$ cat src/rtl/mem_port_arbiter.sv
// Shares one memory port between instruction fetch and data access.
// Round-robin on contention, one outstanding transaction, WAIT timeout.
module mem_port_arbiter #(
    parameter int TIMEOUT = 16
) (
    input  logic        clk,
    input  logic        reset,
    input  logic        f_req,
    input  logic [31:0] f_addr,
    output logic        f_ack,
    output logic [31:0] f_rdata,
    input  logic        d_req,
    input  logic        d_we,
    input  logic [31:0] d_addr,
    input  logic [63:0] d_wdata,
    output logic        d_ack,
    output logic [63:0] d_rdata,
    output logic        mem_req,
    output logic        mem_we,
    output logic [31:0] mem_addr,
    output logic [63:0] mem_wdata,
    input  logic [63:0] mem_rdata,
    input  logic        mem_done,
    output logic        busy,
    output logic        timeout_err
);

    typedef enum logic [1:0] {
        S_IDLE,
        S_ISSUE,
        S_WAIT,
        S_RESP
    } state_t;

    state_t     state;
    state_t     state_nx;
    logic       win_d;
    logic       last_d;
    logic       abort;
    logic [7:0] cnt;
    logic       grant_d;
    logic       tmo;
    logic       any_req;

    // Data wins when alone, or on contention when fetch went last.
    assign grant_d = d_req && (!f_req || !last_d);
    assign any_req = f_req || d_req;
    assign tmo     = (cnt == 8'(TIMEOUT - 1));

    always_ff @(posedge clk) begin
        if (reset) begin
            state <= S_IDLE;
        end else begin
            state <= state_nx;
        end
    end

    always_comb begin
        state_nx = state;
        unique case (state)
            S_IDLE:  if (any_req) state_nx = S_ISSUE;
            S_ISSUE: state_nx = S_WAIT;
            S_WAIT:  if (mem_done || tmo) state_nx = S_RESP;
            S_RESP:  state_nx = S_IDLE;
            default: state_nx = S_IDLE;
        endcase
    end

    always_comb begin
        busy        = (state != S_IDLE);
        mem_req     = (state == S_ISSUE);
        f_ack       = (state == S_RESP) && !win_d;
        d_ack       = (state == S_RESP) && win_d;
        timeout_err = (state == S_RESP) && abort;
    end

    always_ff @(posedge clk) begin
        if (reset) begin
            win_d     <= 1'b0;
            last_d    <= 1'b1;
            abort     <= 1'b0;
            cnt       <= '0;
            mem_we    <= 1'b0;
            mem_addr  <= '0;
            mem_wdata <= '0;
            f_rdata   <= '0;
            d_rdata   <= '0;
        end else begin
            unique case (state)
                S_IDLE: begin
                    if (any_req) begin
                        win_d     <= grant_d;
                        mem_addr  <= grant_d ? d_addr : f_addr;
                        mem_we    <= grant_d && d_we;
                        mem_wdata <= grant_d ? d_wdata : '0;
                    end
                end
                S_ISSUE: begin
                    cnt   <= '0;
                    abort <= 1'b0;
                end
                S_WAIT: begin
                    if (mem_done || tmo) begin
                        // An aborted read returns zero rather than stale data.
                        abort <= !mem_done;
                        if (!win_d) begin
                            f_rdata <= mem_done ? mem_rdata[31:0] : '0;
                        end else if (!mem_we) begin
                            d_rdata <= mem_done ? mem_rdata : '0;
                        end
                    end else begin
                        cnt <= cnt + 8'd1;
                    end
                end
                S_RESP: begin
                    last_d <= win_d;
                end
                default: begin
                end
            endcase
        end
    end

endmodule

$ cat config.mk
export PLATFORM = sky130hd
export DESIGN_NAME = mem_port_arbiter
export DESIGN_NICKNAME = d
export VERILOG_FILES = /design/src/rtl/mem_port_arbiter.sv
export SDC_FILE = /design/constraint.sdc
export NUM_CORES = 1
export LEC_CHECK = 0
export CAP_MARGIN = 20
export CORE_MARGIN = 5
export CORE_UTILIZATION = 37
export DETAILED_ROUTE_END_ITERATION = 12
export PLACE_DENSITY = 0.86
export SLEW_MARGIN = 5
export SYNTH_ARGS = -nofsm -noshare
export SYNTH_HDL_FRONTEND = slang
export SYNTH_SLANG_ARGS = --single-unit
$ cat constraint.sdc
create_clock -name clk -period 1.8 [get_ports clk]
set_input_delay 0.18 -clock clk [delete_from_list [all_inputs] [get_ports clk]]
set_output_delay 0.18 -clock clk [all_outputs]
set_load 0.02 [all_outputs]
# ---- After elaboration in Yosys (flattened, before gate mapping)
# Index checks and enable logic that the tools add are counted.
dict set report totals {
  reg_bits 206
  inputBits 198
  output_inout_bits 198
}
dict set report op_classes {
  addsub 1
  n_eq_ne 7
  reduce_logical 21
  bitwise 2
  mux 11
}
# operator n
set op_table {}
lappend op_table {{$mux 64} 2}
lappend op_table {{$mux 32} 2}
lappend op_table {{$pmux 8 s2} 1}
lappend op_table {{$add 8x1->8 const B} 1}
lappend op_table {{$eq 8x4->1 const B} 1}
lappend op_table {{$mux 8} 1}
lappend op_table {{$pmux 2 s4} 1}
lappend op_table {{$reduce_and 2->1} 4}
lappend op_table {{$ne 2x2->1 const B} 3}
lappend op_table {{$logic_and 1x1->1} 5}
lappend op_table {{$eq 2x2->1 const B} 2}
lappend op_table {{$logic_not 1->1} 4}
lappend op_table {{$mux 2} 2}
lappend op_table {{$reduce_and 4->1} 1}
lappend op_table {{$reduce_bool 2->1} 2}
lappend op_table {{$logic_or 1x1->1} 3}
lappend op_table {{$reduce_and 3->1} 1}
lappend op_table {{$eq 2x1->1 const B} 1}
lappend op_table {{$logic_not 2->1} 1}
lappend op_table {{$not 1->1} 2}
lappend op_table {{$pmux 1 s2} 1}
lappend op_table {{$mux 1} 1}

# ---- Longest topological paths before layout
dict set report depth {
  depth_word 4
  ltp_mapped 8
  mapped_depth_nobuf 6
}

# ---- Worst setup path after synthesis
# No wires, ideal clock.
dict set report synth_timing {
  path_type {reg-to-reg}
  from {register cnt[0]}
  to {register f_rdata[10]}
  stages_incl_launch_ff 9
  synth_period_minus_slack_ps 1844
  arrival_ps 1725
  t_required_ps 1682
  setup_slack_ps -44
  path_buffers 3
  path_cell_list {dfxtp_1 ha_1 and3_1 a21oi_2 buf_6 or3b_1 buf_6 buf_12 mux2i_1}
}
dict set report synth_between {
  elab_chain_cells 3
}
# element line_no
set synth_lines {}
lappend synth_lines {{start: declaration} 40} ;# logic [7:0] cnt;
lappend synth_lines {{start signal: assignment} 112} ;# cnt <= cnt + 8'd1;
lappend synth_lines {{$eq 8x4->1} 48} ;# assign tmo = (cnt == 8'(TIMEOUT - 1));
lappend synth_lines {{$logic_or 1x1->1} 103} ;# if (mem_done || tmo) begin
lappend synth_lines {{$reduce_and 3->1 (no line)} --}
lappend synth_lines {{end signal: assignment} 107} ;# f_rdata <= mem_done ? mem_rdata[31:0] : '0;
lappend synth_lines {{end: declaration} 11} ;# output logic [31:0] f_rdata,
# No other way between the ends.
# A chain may end at the register's enable or synchronous reset.

# ---- Final worst setup path
dict set report layout_timing {
  from {register cnt[1]}
  to {register f_rdata[22]}
}
# The elaborated chain is that of the path after synthesis.

==> flow_metrics.py <==
metrics = {
    "synthesis": {
        "synth_area_leaders": "dfxtp_1, mux2i_1, a22oi_1, nand3_1, nor2_1",
        "synth_common_cells": "dfxtp_1, nor2_1, nand3_1",
        "synth_top_cell_by_area": "dfxtp_1",
        "synth_area_mm2": 0.008093,
        "async_flop_share_pct": 0,
        "yosysUniqueCellTypes": 38,
        "yosys_warnings": 0,
        "syn_area_per_cell_um2": 9.103,
        "synth_edf_count": 0,
        "ys_ff_latch": 206,
        "ys.flop_type": "dfxtp_1",
        "synth_top_area_share_pct": 50.96,
        "ys_seq_area_share_pct": 50.96,
        "synth_most_common_cell": "dfxtp_1",
        "synth_nets": 1092,
        "syn_inst": 889,
    },
    "sta": {
        "fin_crit_ns": 1.756,
        "fin_ws_ns": 0.04434,
        "slew_headroom_pct": 62.35,
        "report.final.hold_viol_count": 0,
        "fin_hold_ws_ns": 0.05746,
        "timing.final.crit_share_pct": 97.54,
        "worst_pin_slew_ns": 0.5647,
        "drv_slew": 0,
        "skew_ns": 0.006255,
        "timing.fmax_mhz": 569.6,
        "setup_viol": 0,
    },
    "routing": {
        "antenna_left": 0,
        "wl_per_cell_um": 18.08,
        "routed_wirelength_mm": 27.98,
        "dr.pass1.iters": 5,
        "drt_iter0_markers": 456,
        "vias_per_cell": 5.276,
        "vias": 8162,
        "drc": 0,
    },
    "global_route": {
        "grt_pass1_vias": 8104,
        "grtUsageTotal_pct": 20.60,
        "grt_pass1_wl_mm": 42.17,
        "grt_overflow": 0,
        "grt_max_degree": 101,
        "antenna_found_initial": 1,
    },
    "power": {
        "fin_total_pwr_w": 0.01486,
        "leakage_nw": 4.870,
        "comb_power_share_pct": 29.6,
        "power_frac_clock_pct": 33.8,
        "p_seq_share_pct": 36.6,
        "p_switching_w": 0.004461,
        "powerDensity_mw_per_mm2": 1119,
        "intPower_w": 0.01040,
        "vdd_ir_drop_max_v": 0.0008013,
        "swShare_pct": 30.03,
    },
    "die": {
        "core_area_mm2": 0.02169,
        "die_w_um": 157.9,
        "num_rows": 54,
        "dieArea_mm2": 0.02493,
        "io_pins": 396,
        "die_y_um": 157.9,
        "initial_core_util_pct": 37.31,
    },
    "clock_network": {
        "numClockSinks": 206,
        "cts_inserted_buffers": 23,
        "path_clk_slew_ns": 0.06,
        "clock_latency_ns": 0.49,
        "htree_levels": 1,
        "cts-root-buf": "clkbuf_16",
        "cts_tree": "yes",
        "clock_path_buffers": 3,
    },
    "setup_path": {
        "critPathLaunch": "cnt[1]$_SDFFE_PP0P_",
        "r2r_end": "f_rdata[22]$_SDFFE_PP0P_",
        "reg2reg_depth": 6,
        "startpoint_type": "flip-flop",
        "critPathMaxFanout": 16,
        "cp.required_ns": 2.22,
        "critPathArrivalTime_ns": 2.17,
        "endpoint_kind": "flip-flop",
        "ff2ff_setup_slack_ns": 0.04,
        "path_class": "reg2reg",
        "endpoint": "f_rdata[22]$_SDFFE_PP0P_",
        "regToRegStartpoint": "cnt[1]$_SDFFE_PP0P_",
    },
    "final_layout": {
        "nFillCells": 1779,
        "fin_nets": 1457,
        "drive_above_1_share_pct": 7.261,
        "diodes": 0,
        "syn_to_final_growth_pct": 64.15,
    },
    "hold_path": {
        "holdPathStages": 3,
        "worstHoldPathType": "in2reg",
    },
    "placed_design": {
        "place_ws_ns": -0.01961,
        "io_buffers": 395,
        "dp_hpwl_mm": 20.03,
        "gp_congestion": 0.8347,
    },
    "status": {
        "status": "finished clean",
    },
    "run": {
        "max-cap-violations": 0,
    },
}
[worst min-delay path by stage]
stage / start / end / slack, ns
floorplan: d_wdata[0] / mem_wdata[0]$_SDFFE_PP0P_ / 0.33
finish: reset / cnt[7]$_SDFFE_PP0P_ / 0.06
global route: reset / cnt[7]$_SDFFE_PP0P_ / 0.05
detailed placement: d_rdata[49]$_SDFFE_PP0P_ / d_rdata[49]$_SDFFE_PP0P_ / 0.46
CTS: reset / cnt[7]$_SDFFE_PP0P_ / 0.03
global placement: d_rdata[58]$_SDFFE_PP0P_ / d_rdata[58]$_SDFFE_PP0P_ / 0.46
[worst max-delay path: stages, from the launching register on]
cell and delay [ns]:
dfxtp_1 0.36, ha_2 0.19, and3_4 0.22, a21oi_4 0.07, or3b_4 0.43, clkbuf_16 0.22, mux2i_1 0.18
[cell families after synthesis]
logic type	Yosys count	synth area share (%)
AOI/OAI and AO/OA	251	18.96
adders and majority gates	5	0.7730
buffers and inverters	91	5.071
DFF	206	50.96
muxes	66	8.163
and+or+nand+nor	270	16.08
[cells in the final DEF, fill, tap and decap left out, types with 2 or more instances in the layout]
master           synthesis  final
ha_2                     0      2
nor4_1                   2      2
nor3_1                   2      2
clkbuf_8                 0      4
ha_1                     5      2
o211ai_1                 3      3
nand3b_1                 3      3
clkbuf_1                70      2
or2_2                    2      2
dfxtp_1                206    203
clkdlybuf4s15_2          0      3
and2_1                   4      3
dfxtp_2                  0      3
a21oi_1                 72     71
clkdlybuf4s50_1          0    387
nand3_1                 99     99
clkbuf_16                0     24
inv_1                    5      5
nor2_1                 107    106
o21ai_0                 71     70
bufinv_16                0      5
nand2_1                  9      9
mux2i_1                 66     65
nor2b_1                  2      2
buf_12                   3     11
buf_4                    0     19
clkinv_2                 0      3
o31a_1                   2      2
a211oi_1                32     32
a22oi_1                 66     66
or4_1                    2      2
nand2b_1                31     31
[sequential cells by signal (all words and copies together), names as in the netlist]
| name | count |
|---|---|
| f_rdata | 32 |
| d_rdata | 64 |
| state | 2 |
| mem_we | 1 |
| cnt | 8 |
| mem_wdata | 64 |
| win_d | 1 |
| last_d | 1 |
| mem_addr | 32 |
| abort | 1 |
[metal layers]
metal / track usage [%] / part of all wire (%) / vias to the layer above
li1: - / - / 3894
met1: 23.25 / 37 / 3835
met2: 36.72 / 49 / 367
met3: 6.342 / 9.7 / 66
met4: 7.251 / 3.8 / 0
met5: 0 / 0 / -
[power groups by stage]
| stage | clock, W | sequential (W) | combinational [W] |
|---|---|---|---|
| 6_report | 0.00502 | 0.00543 | 0.00440 |
| 3_5_place_dp | 0 | 0.00552 | 0.00440 |
| 5_1_grt | 0.00533 | 0.00550 | 0.00469 |
| 3_3_place_gp | 0 | 0.00549 | 0.00434 |
| 2_1_floorplan | 0 | 0.00612 | 0.00155 |
| 4_1_cts | 0.00513 | 0.00542 | 0.00440 |
[layout make-up]
class	instances	area, um^2	area share (%)
Multi-Input combinational cell	592	3631	27.33
Clock buffer	29	638.1	4.804
Tap cell	280	350.3	2.637
Timing Repair Buffer	426	4345	32.71
Clock inverter	9	172.7	1.300
Inverter	5	18.77	0.1413
Sequential cell	206	4128	31.07
[stage by stage]
stage               std cells  area [um^2]  setup TNS (ns)  util [%]
floorplan                 889         8102               0         -
global placement         1508        12420               0     57.25
detailed placement       1508        12420        -0.02561     57.25
CTS                      1546        13230        -0.01326     61.01
global route             1547        13280        -0.01452     61.25
finish                   1547        13280               0     61.25
[repair_timing]
| item | 4_1_cts | 5_1_grt |
|---|---|---|
| cloned | 0 | 1 |
| gates resized for setup | 19 | 9 |
| endpoints found under the setup margin | 46 | 52 |
| setup buffers | 0 | 0 |
| hold buffers | 0 | 0 |
| endpoints found under the hold margin | 0 | 0 |
(Power assumes the default switching activity.)
